$ cat src/rtl/hps_reset_pkg.sv
// ---------------------------------------------------------------------------
// hps_reset_pkg
// Shared types for the HPS reset-request generator:
//   state_t    - request sequencer states
//   req_kind_t - encoding of the request kind, also exported on last_req
//   pick_event - same-cycle arbitration between the three button events
// ---------------------------------------------------------------------------
package hps_reset_pkg;

    typedef enum logic [2:0] {
        IDLE         = 3'd0,
        ASSERT       = 3'd1,
        WAIT_ACK     = 3'd2,
        WAIT_RELEASE = 3'd3,
        HOLDOFF      = 3'd4
    } state_t;

    typedef enum logic [1:0] {
        NONE  = 2'b00,
        WARM  = 2'b01,
        COLD  = 2'b10,
        DEBUG = 2'b11
    } req_kind_t;

    // Cold beats warm beats debug; anything that loses is simply dropped.
    function automatic req_kind_t pick_event(input logic cold_ev,
                                             input logic warm_ev,
                                             input logic debug_ev);
        if (cold_ev) begin
            return COLD;
        end else if (warm_ev) begin
            return WARM;
        end else if (debug_ev) begin
            return DEBUG;
        end
        return NONE;
    endfunction

endpackage

$ cat src/rtl/hps_reset_req_gen_debounce_sync.sv
// ---------------------------------------------------------------------------
// debounce_sync
// Two-flop synchroniser followed by a debounce counter for one active-low
// push-button. The debounced level only changes after DEBOUNCE_CYCLES
// consecutive synchronised samples disagree with it, so shorter glitches
// never reach the output.
// Ports:
//   clk     - clock
//   rst_n   - asynchronous active-low reset
//   din_n   - raw button level (active-low, asynchronous to clk)
//   level_n - debounced button level (1 = released), registered
// ---------------------------------------------------------------------------
module debounce_sync
    import hps_reset_pkg::*;
#(
    parameter int DEBOUNCE_CYCLES = 50000,
    parameter int CNT_W           = 32
) (
    input  logic clk,
    input  logic rst_n,
    input  logic din_n,
    output logic level_n
);

    localparam logic [CNT_W-1:0] CNT_ONE = CNT_W'(1);
    localparam logic [CNT_W-1:0] DEB_MAX = CNT_W'(DEBOUNCE_CYCLES);

    logic             meta_q;
    logic             sync_q;
    logic             level_q;
    logic             level_d;
    logic [CNT_W-1:0] cnt_q;
    logic [CNT_W-1:0] cnt_d;

    always_comb begin
        level_d = level_q;
        cnt_d   = '0;
        if (sync_q != level_q) begin
            // Counter holds the number of disagreeing samples seen so far;
            // the one that brings it to DEBOUNCE_CYCLES commits the change.
            if ((cnt_q + CNT_ONE) >= DEB_MAX) begin
                level_d = sync_q;
                cnt_d   = '0;
            end else begin
                cnt_d = cnt_q + CNT_ONE;
            end
        end
    end

    always_ff @(posedge clk or negedge rst_n) begin
        if (!rst_n) begin
            meta_q  <= 1'b1;
            sync_q  <= 1'b1;
            level_q <= 1'b1;
            cnt_q   <= '0;
        end else begin
            meta_q  <= din_n;
            sync_q  <= meta_q;
            level_q <= level_d;
            cnt_q   <= cnt_d;
        end
    end

    assign level_n = level_q;

endmodule

$ cat src/rtl/hps_reset_req_gen.sv
// ---------------------------------------------------------------------------
// hps_reset_req_gen
// Fabric-side driver for the HPS f2h cold/warm/debug reset requests.
// button[0]: short press (released before LONG_CYCLES) -> warm request,
//            long hold (reaching LONG_CYCLES)         -> cold request.
// button[1]: press -> debug request.
// Each accepted request is pulsed low for PULSE_CYCLES; warm/cold then wait
// for the HPS to enter and leave reset (h2f_reset_n), debug skips that.
// A HOLDOFF lockout follows every request.
// Ports:
//   clk_clk               - clock
//   reset_reset_n         - asynchronous active-low reset
//   button_n[1:0]         - raw active-low push-buttons
//   h2f_reset_n           - HPS reset output (asynchronous, active-low)
//   f2h_*_reset_req_n     - registered active-low request outputs
//   busy                  - sequencer not idle
//   last_req              - kind of the last issued request (req_kind_t)
//   ack_timeout           - sticky: HPS did not acknowledge the last request
// ---------------------------------------------------------------------------
module hps_reset_req_gen
    import hps_reset_pkg::*;
#(
    parameter int DEBOUNCE_CYCLES = 50000,
    parameter int LONG_CYCLES     = 150000000,
    parameter int PULSE_CYCLES    = 64,
    parameter int ACK_TIMEOUT     = 1000000,
    parameter int HOLDOFF_CYCLES  = 50000000,
    parameter int CNT_W           = 32
) (
    input  logic       clk_clk,
    input  logic       reset_reset_n,
    input  logic [1:0] button_n,
    input  logic       h2f_reset_n,
    output logic       f2h_cold_reset_req_n,
    output logic       f2h_warm_reset_req_n,
    output logic       f2h_debug_reset_req_n,
    output logic       busy,
    output logic [1:0] last_req,
    output logic       ack_timeout
);

    localparam logic [CNT_W-1:0] CNT_ONE    = CNT_W'(1);
    localparam logic [CNT_W-1:0] LONG_MAX   = CNT_W'(LONG_CYCLES);
    localparam logic [CNT_W-1:0] LONG_LAST  = CNT_W'(LONG_CYCLES - 1);
    localparam logic [CNT_W-1:0] PULSE_LAST = CNT_W'(PULSE_CYCLES - 1);
    localparam logic [CNT_W-1:0] ACK_LAST   = CNT_W'(ACK_TIMEOUT - 1);
    localparam logic [CNT_W-1:0] HOLD_LAST  = CNT_W'(HOLDOFF_CYCLES - 1);

    // ------------------------------------------------------------------
    // Input conditioning
    // ------------------------------------------------------------------
    logic [1:0] btn_level_n;   // debounced, 1 = released
    logic [1:0] btn_prev_q;    // previous debounced level, for edge detect
    logic [1:0] btn_prev_d;
    logic       h2f_meta_q;
    logic       h2f_sync_q;

    genvar gi;
    generate
        for (gi = 0; gi < 2; gi++) begin : g_btn
            debounce_sync #(
                .DEBOUNCE_CYCLES (DEBOUNCE_CYCLES),
                .CNT_W           (CNT_W)
            ) u_debounce (
                .clk     (clk_clk),
                .rst_n   (reset_reset_n),
                .din_n   (button_n[gi]),
                .level_n (btn_level_n[gi])
            );
        end
    endgenerate

    assign btn_prev_d = btn_level_n;

    // ------------------------------------------------------------------
    // Hold timer and event generation
    // ------------------------------------------------------------------
    logic             b0_pressed;
    logic             b0_release_edge;
    logic             b1_press_edge;
    logic [CNT_W-1:0] hold_q;
    logic [CNT_W-1:0] hold_d;
    logic             cold_ev;
    logic             warm_ev;
    logic             debug_ev;
    logic             any_ev;
    req_kind_t        ev_kind;
    logic             accept;

    assign b0_pressed      = !btn_level_n[0];
    assign b0_release_edge = !btn_prev_q[0] &&  btn_level_n[0];
    assign b1_press_edge   =  btn_prev_q[1] && !btn_level_n[1];

    always_comb begin
        hold_d = '0;
        if (b0_pressed) begin
            hold_d = (hold_q >= LONG_MAX) ? hold_q : (hold_q + CNT_ONE);
        end
    end

    // Cold fires on the single cycle the hold timer steps onto LONG_CYCLES;
    // the timer then sits saturated so it cannot fire again this press.
    // On the release edge hold_q still carries the pressed-period count,
    // which decides whether the release was a short (warm) press.
    assign cold_ev  = b0_pressed && (hold_q == LONG_LAST);
    assign warm_ev  = b0_release_edge && (hold_q < LONG_MAX);
    assign debug_ev = b1_press_edge;
    assign any_ev   = cold_ev || warm_ev || debug_ev;
    assign ev_kind  = pick_event(cold_ev, warm_ev, debug_ev);

    // ------------------------------------------------------------------
    // Request sequencer
    // ------------------------------------------------------------------
    state_t           state_q;
    state_t           state_d;
    logic [CNT_W-1:0] cnt_q;
    logic [CNT_W-1:0] cnt_d;
    req_kind_t        kind_q;
    req_kind_t        kind_d;
    req_kind_t        last_req_q;
    req_kind_t        last_req_d;
    logic             ack_timeout_q;
    logic             ack_timeout_d;
    logic             cold_n_q;
    logic             cold_n_d;
    logic             warm_n_q;
    logic             warm_n_d;
    logic             debug_n_q;
    logic             debug_n_d;
    logic             busy_q;
    logic             busy_d;

    // Events are only looked at while idle and while the HPS is out of reset.
    assign accept = (state_q == IDLE) && h2f_sync_q && any_ev;

    // State register (plus the conditioning/datapath flops)
    always_ff @(posedge clk_clk or negedge reset_reset_n) begin
        if (!reset_reset_n) begin
            state_q       <= IDLE;
            cnt_q         <= '0;
            kind_q        <= NONE;
            last_req_q    <= NONE;
            ack_timeout_q <= 1'b0;
            cold_n_q      <= 1'b1;
            warm_n_q      <= 1'b1;
            debug_n_q     <= 1'b1;
            busy_q        <= 1'b0;
            hold_q        <= '0;
            btn_prev_q    <= 2'b11;
            // Start as "HPS in reset" so nothing is accepted until the real
            // level has made it through the synchroniser.
            h2f_meta_q    <= 1'b0;
            h2f_sync_q    <= 1'b0;
        end else begin
            state_q       <= state_d;
            cnt_q         <= cnt_d;
            kind_q        <= kind_d;
            last_req_q    <= last_req_d;
            ack_timeout_q <= ack_timeout_d;
            cold_n_q      <= cold_n_d;
            warm_n_q      <= warm_n_d;
            debug_n_q     <= debug_n_d;
            busy_q        <= busy_d;
            hold_q        <= hold_d;
            btn_prev_q    <= btn_prev_d;
            h2f_meta_q    <= h2f_reset_n;
            h2f_sync_q    <= h2f_meta_q;
        end
    end

    // Next-state logic; the shared counter is cleared on every transition.
    always_comb begin
        state_d       = state_q;
        cnt_d         = cnt_q;
        kind_d        = kind_q;
        last_req_d    = last_req_q;
        ack_timeout_d = ack_timeout_q;
        unique case (state_q)
            IDLE: begin
                cnt_d = '0;
                if (accept) begin
                    kind_d        = ev_kind;
                    last_req_d    = ev_kind;
                    ack_timeout_d = 1'b0;
                    state_d       = ASSERT;
                end
            end
            ASSERT: begin
                if (cnt_q >= PULSE_LAST) begin
                    cnt_d   = '0;
                    state_d = (kind_q == DEBUG) ? HOLDOFF : WAIT_ACK;
                end else begin
                    cnt_d = cnt_q + CNT_ONE;
                end
            end
            WAIT_ACK: begin
                if (!h2f_sync_q) begin
                    cnt_d   = '0;
                    state_d = WAIT_RELEASE;
                end else if (cnt_q >= ACK_LAST) begin
                    cnt_d         = '0;
                    ack_timeout_d = 1'b1;
                    state_d       = HOLDOFF;
                end else begin
                    cnt_d = cnt_q + CNT_ONE;
                end
            end
            WAIT_RELEASE: begin
                // No timeout here: the HPS decides how long reset lasts.
                cnt_d = '0;
                if (h2f_sync_q) begin
                    state_d = HOLDOFF;
                end
            end
            HOLDOFF: begin
                if (cnt_q >= HOLD_LAST) begin
                    cnt_d   = '0;
                    state_d = IDLE;
                end else begin
                    cnt_d = cnt_q + CNT_ONE;
                end
            end
            default: begin
                cnt_d   = '0;
                state_d = IDLE;
            end
        endcase
    end

    // Output logic, decoded from the next state so the registered outputs
    // line up exactly with the cycles spent in ASSERT.
    always_comb begin
        cold_n_d  = !((state_d == ASSERT) && (kind_d == COLD));
        warm_n_d  = !((state_d == ASSERT) && (kind_d == WARM));
        debug_n_d = !((state_d == ASSERT) && (kind_d == DEBUG));
        busy_d    = (state_d != IDLE);
    end

    assign f2h_cold_reset_req_n  = cold_n_q;
    assign f2h_warm_reset_req_n  = warm_n_q;
    assign f2h_debug_reset_req_n = debug_n_q;
    assign busy                  = busy_q;
    assign last_req              = last_req_q;
    assign ack_timeout           = ack_timeout_q;

endmodule

$ cat config.mk
export PLATFORM = sky130hd
export DESIGN_NAME = hps_reset_req_gen
export DESIGN_NICKNAME = d
export VERILOG_FILES = /design/src/rtl/hps_reset_pkg.sv /design/src/rtl/hps_reset_req_gen_debounce_sync.sv /design/src/rtl/hps_reset_req_gen.sv
export SDC_FILE = /design/constraint.sdc
export NUM_CORES = 1
export LEC_CHECK = 0
export ABC_AREA = 1
export CAP_MARGIN = 25
export CORE_MARGIN = 2
export CORE_UTILIZATION = 45
export CTS_BUF_LIST = sky130_fd_sc_hd__clkbuf_8
export CTS_CLUSTER_DIAMETER = 150
export DETAILED_ROUTE_END_ITERATION = 16
export MAX_ROUTING_LAYER = met4
export PLACE_DENSITY = 0.59
export SYNTH_ARGS = -nofsm -noshare
export SYNTH_HDL_FRONTEND = slang
export SYNTH_HIERARCHICAL = 1
export SYNTH_SLANG_ARGS = --single-unit
$ cat constraint.sdc
create_clock -name clk_clk -period 2.7 [get_ports clk_clk]
set_input_delay 0.405 -clock clk_clk [delete_from_list [all_inputs] [get_ports clk_clk]]
set_output_delay 0.405 -clock clk_clk [all_outputs]
set_load 0.05 [all_outputs]
==> run summary <==
Outcome: completed
Synth cell types: 45
Ys Warns: 6
Reg2Reg Setup Slack: 0.44 ns
Clock root buffer master: clkbuf_8
Worst Setup EP: g_btn[0].u_debounce/cnt_q[0]
Post-DP HPWL: 14910 µm
Reg2Reg Launch Point: g_btn[0].u_debounce/cnt_q[0]
Endpoints failing hold: 0
Postcts setup bufs: 0
Total iterations of the first detailed-routing run: 5
Place WS: 0.4350 ns
First-pass GRT wire length: 34820 µm
Async SR Flop Fraction: 100.0%
CTS tree: built
FP Rows: 52
Vias per cell: 4.732
Fillers: 1994
Deepest clock path buffer count: 2
CTS sink cnt: 150
Setup TNS Final: 0 ns
Max-Cap Viols: 0
Worst path most repeated cell: nand2_1
Worst Path Max Fanout: 16
DRT iter0 DRCs: 391
Port Buffers: 11
Ant diodes: 0
CP startpoint: g_btn[0].u_debounce/cnt_q[0]
DR vias: 7704
Power Density: 473.8 mW/mm²
CP top delay family: simple AND/OR/NAND/NOR gates
Dominant synthesized flop cell: dfrtp_1
Worst path bufs/invs: 1
Avg Cell Area, Syn: 7.151 µm²
Kind of critical path: reg2reg
Later-pin clock latency in the skew report: 0.44 ns
Rel. slew slack: 57.56%
Worst Max-Slew Pin Slew: 0.6360 ns
GP Congestion: 0.8877
Routed len/inst: 12.05 µm
Hold-fix buffer count after cts: 1
CTS Buf Count: 17
GRT Total Usage: 20.23%
Slowest CP cell: dfrtp_1
Number of cells on the critical path: 15
Vias in the first global route: 7367
Synth Register Bits: 150
Antenna violations before repair: 0
Final slew viol count: 0
Layout cells sized above 1: 11.93%
Largest net degree at the start of global routing: 56
Cell Area, Synth: 0.009181 mm²
Die ar.: 0.02156 mm²
Setup-failing EPs final: 0
Crit path DAT: 2.63 ns
Cells after synthesis: 1284
Tcrit/Tclk final: 83.85%
Post-CTS resize count: 0
Worst vdd ir: 0.3736 mV
Remaining DRCs: 0
Min-delay worst type: reg2reg
Leakage: 4.748 nW
Die Height: 146.8 µm
FMAX: 441.7 MHz
Clk slew on worst S/H paths: 0.09 ns
Starting density of the core: 45.67%
Required time worst endpoint: 3.07 ns
RSZ-0062 raised after global routing: false
Post-synth EDFFs: 0
Tmin final: 2.264 ns
Sequential-to-total area share from yosys stat: 41.03%
Nets: 1356
Final WS setup: 0.4361 ns
Slowest stage delay, CP: 0.40 ns
Sequence of cells on the critical path: ha_1, nand2_2, nor2_8, nand2_4, nor2_4, nand2_1, nand2_1, nand2_1, inv_1, nand2_1, nor2_1, nand2_1, nor2_4, nand3_4, nor2_1
Synth-to-Final Area Change: 10.75%
Grt ovf: 0
Core Area: 0.02010 mm²
# IOs: 12
Die width: 146.8 µm
Final Skew: 0.01392 ns
CP endpoint kind: register
Crit Reg-Reg Endpoint: g_btn[0].u_debounce/cnt_q[0]
Antenna violation net count after detailed routing: 0
Worst-case reg-to-reg path depth: 15
Startpoint Class: register
Detailed Route WL: 19620 µm
Number of H-tree levels: 4
[routing by layer]
layer	global-route usage (%)	routed length, µm
met5	-	0
met4	4.951	166
met3	3.292	461
met2	31.67	9001
met1	27.66	9987
[cell usage in the layout (no fill, tap or decap), types with 3 or more instances in the layout]
master and count:
nand2_1 398, nor2_1 183, inv_1 168, dfrtp_1 139, nand3_1 90, conb_1 38, nor2_2 34, nand4_1 31
o21ai_0 24, xor2_1 22, a21oi_1 20, clkbuf_8 20, nor3_1 17, nand2_2 16, nor2_4 16, nand3_2 12
nand3b_1 11, dfstp_2 11, a31oi_1 10, clkdlybuf4s50_1 10, inv_2 9, nand2_4 7, xnor2_1 5, or2_2 5
o21bai_1 5, ha_1 5, nor3_2 4, nor4_1 4, clkinvlp_4 4, and2_1 3, nand3_4 3, o31ai_1 3
o21a_1 3, clkinv_2 3
[logic make-up after synthesis]
family          after synthesis  share of synthesized area [%]
simple gates                841                          43.15
fa+ha+maj                     5                         0.6814
xor+xnor                     27                          2.576
compound gates               72                          4.525
other cells                   3                         0.1226
buf+inv                     186                          7.918
flops                       150                          41.03
[state kept, by name, indices dropped and copies added, names as in the netlist, 2 cells and up]
register / cells
g_btn.u_debounce/meta_q: 2
last_req: 2
btn_prev_q: 2
g_btn.u_debounce/level_n: 2
state_q: 3
cnt_q: 32
kind_q: 2
g_btn.u_debounce/sync_q: 2
g_btn.u_debounce/cnt_q: 64
hold_q: 32
[where the power goes]
part	leakage (nW)	switching [W]	internal, W
Clock	0.193	0.000858	0.000891
Combinational	2.61	0.000418	0.000182
Sequential	1.95	0.000102	0.00237
[synth_stat cells (3+ instances only)]
cell / number / area share [%]
inv_1: 168 / 6.9
nand4_1: 31 / 2.1
o21a_1: 3 / 0.25
xor2_1: 22 / 2.1
nor2_2: 34 / 2.3
nor3_1: 17 / 0.93
nand3b_1: 11 / 0.90
o21ai_0: 24 / 1.3
buf_2: 3 / 0.16
nor2_1: 183 / 7.5
buf_6: 3 / 0.37
o31ai_1: 3 / 0.25
a31oi_1: 10 / 0.68
conb_1: 3 / 0.12
o21bai_1: 5 / 0.41
nand3_1: 90 / 4.9
dfstp_2: 11 / 3.1
a21oi_1: 20 / 1.1
nand3_2: 12 / 1.3
xnor2_1: 5 / 0.48
nor4_1: 4 / 0.27
and2_1: 3 / 0.20
inv_2: 9 / 0.37
ha_1: 5 / 0.68
nor3_2: 4 / 0.44
nand2_1: 398 / 16
nor2_4: 16 / 2.0
or2_2: 5 / 0.34
nand3_4: 3 / 0.57
nand2_4: 7 / 0.86
nand2_2: 16 / 1.1
dfrtp_1: 139 / 38
[through the flow]
| stage | instance area (µm²) | utilization, % | total power (W) | cells | hold WS [ns] |
|---|---|---|---|---|---|
| finish | 10170 | 50.58 | 0.004818 | 1628 | 0.3554 |
| global route | 10170 | 50.58 | 0.005096 | 1628 | 0.3327 |
| CTS | 10170 | 50.58 | 0.004894 | 1628 | 0.3298 |
| detailed placement | 9761 | 48.55 | 0.003119 | 1596 | 0.3363 |
| global placement | 9761 | 48.55 | 0.003114 | 1596 | 0.3320 |
| floorplan | 9313 | - | 0.002890 | 1319 | 0.1094 |
[worst min-delay path by stage]
stage / start / endpoint / slack, ns / cells after the start
floorplan: reset_reset_n / ack_timeout / 0.11 / 0
global placement: h2f_meta_q / h2f_sync_q / 0.33 / 0
detailed placement: h2f_meta_q / h2f_sync_q / 0.34 / 0
CTS: button_n[0] / g_btn[0].u_debounce/meta_q / 0.33 / 1
global route: button_n[0] / g_btn[0].u_debounce/meta_q / 0.33 / 1
finish: h2f_meta_q / h2f_sync_q / 0.36 / 0
[worst register-to-register path, delay by kind of cell (launching register included)]
family | cells | cell delay, ns
and+or+nand+nor | 13 | 1.52
adders and majority gates | 1 | 0.23
DFF | 1 | 0.40
buffers and inverters | 1 | 0.05
[area by class of cell]
class	instances	area (µm²)	share of cell area, %
clock inverter	11	122.6	1.206
inverter	178	670.6	6.595
multi-input combinational	983	4818	47.39
clock buffer	20	275.3	2.707
timing repair buffer	16	176.4	1.735
tap	270	337.8	3.322
sequential	150	3767	37.05
Note: power is estimated with default switching activity, not from simulation.
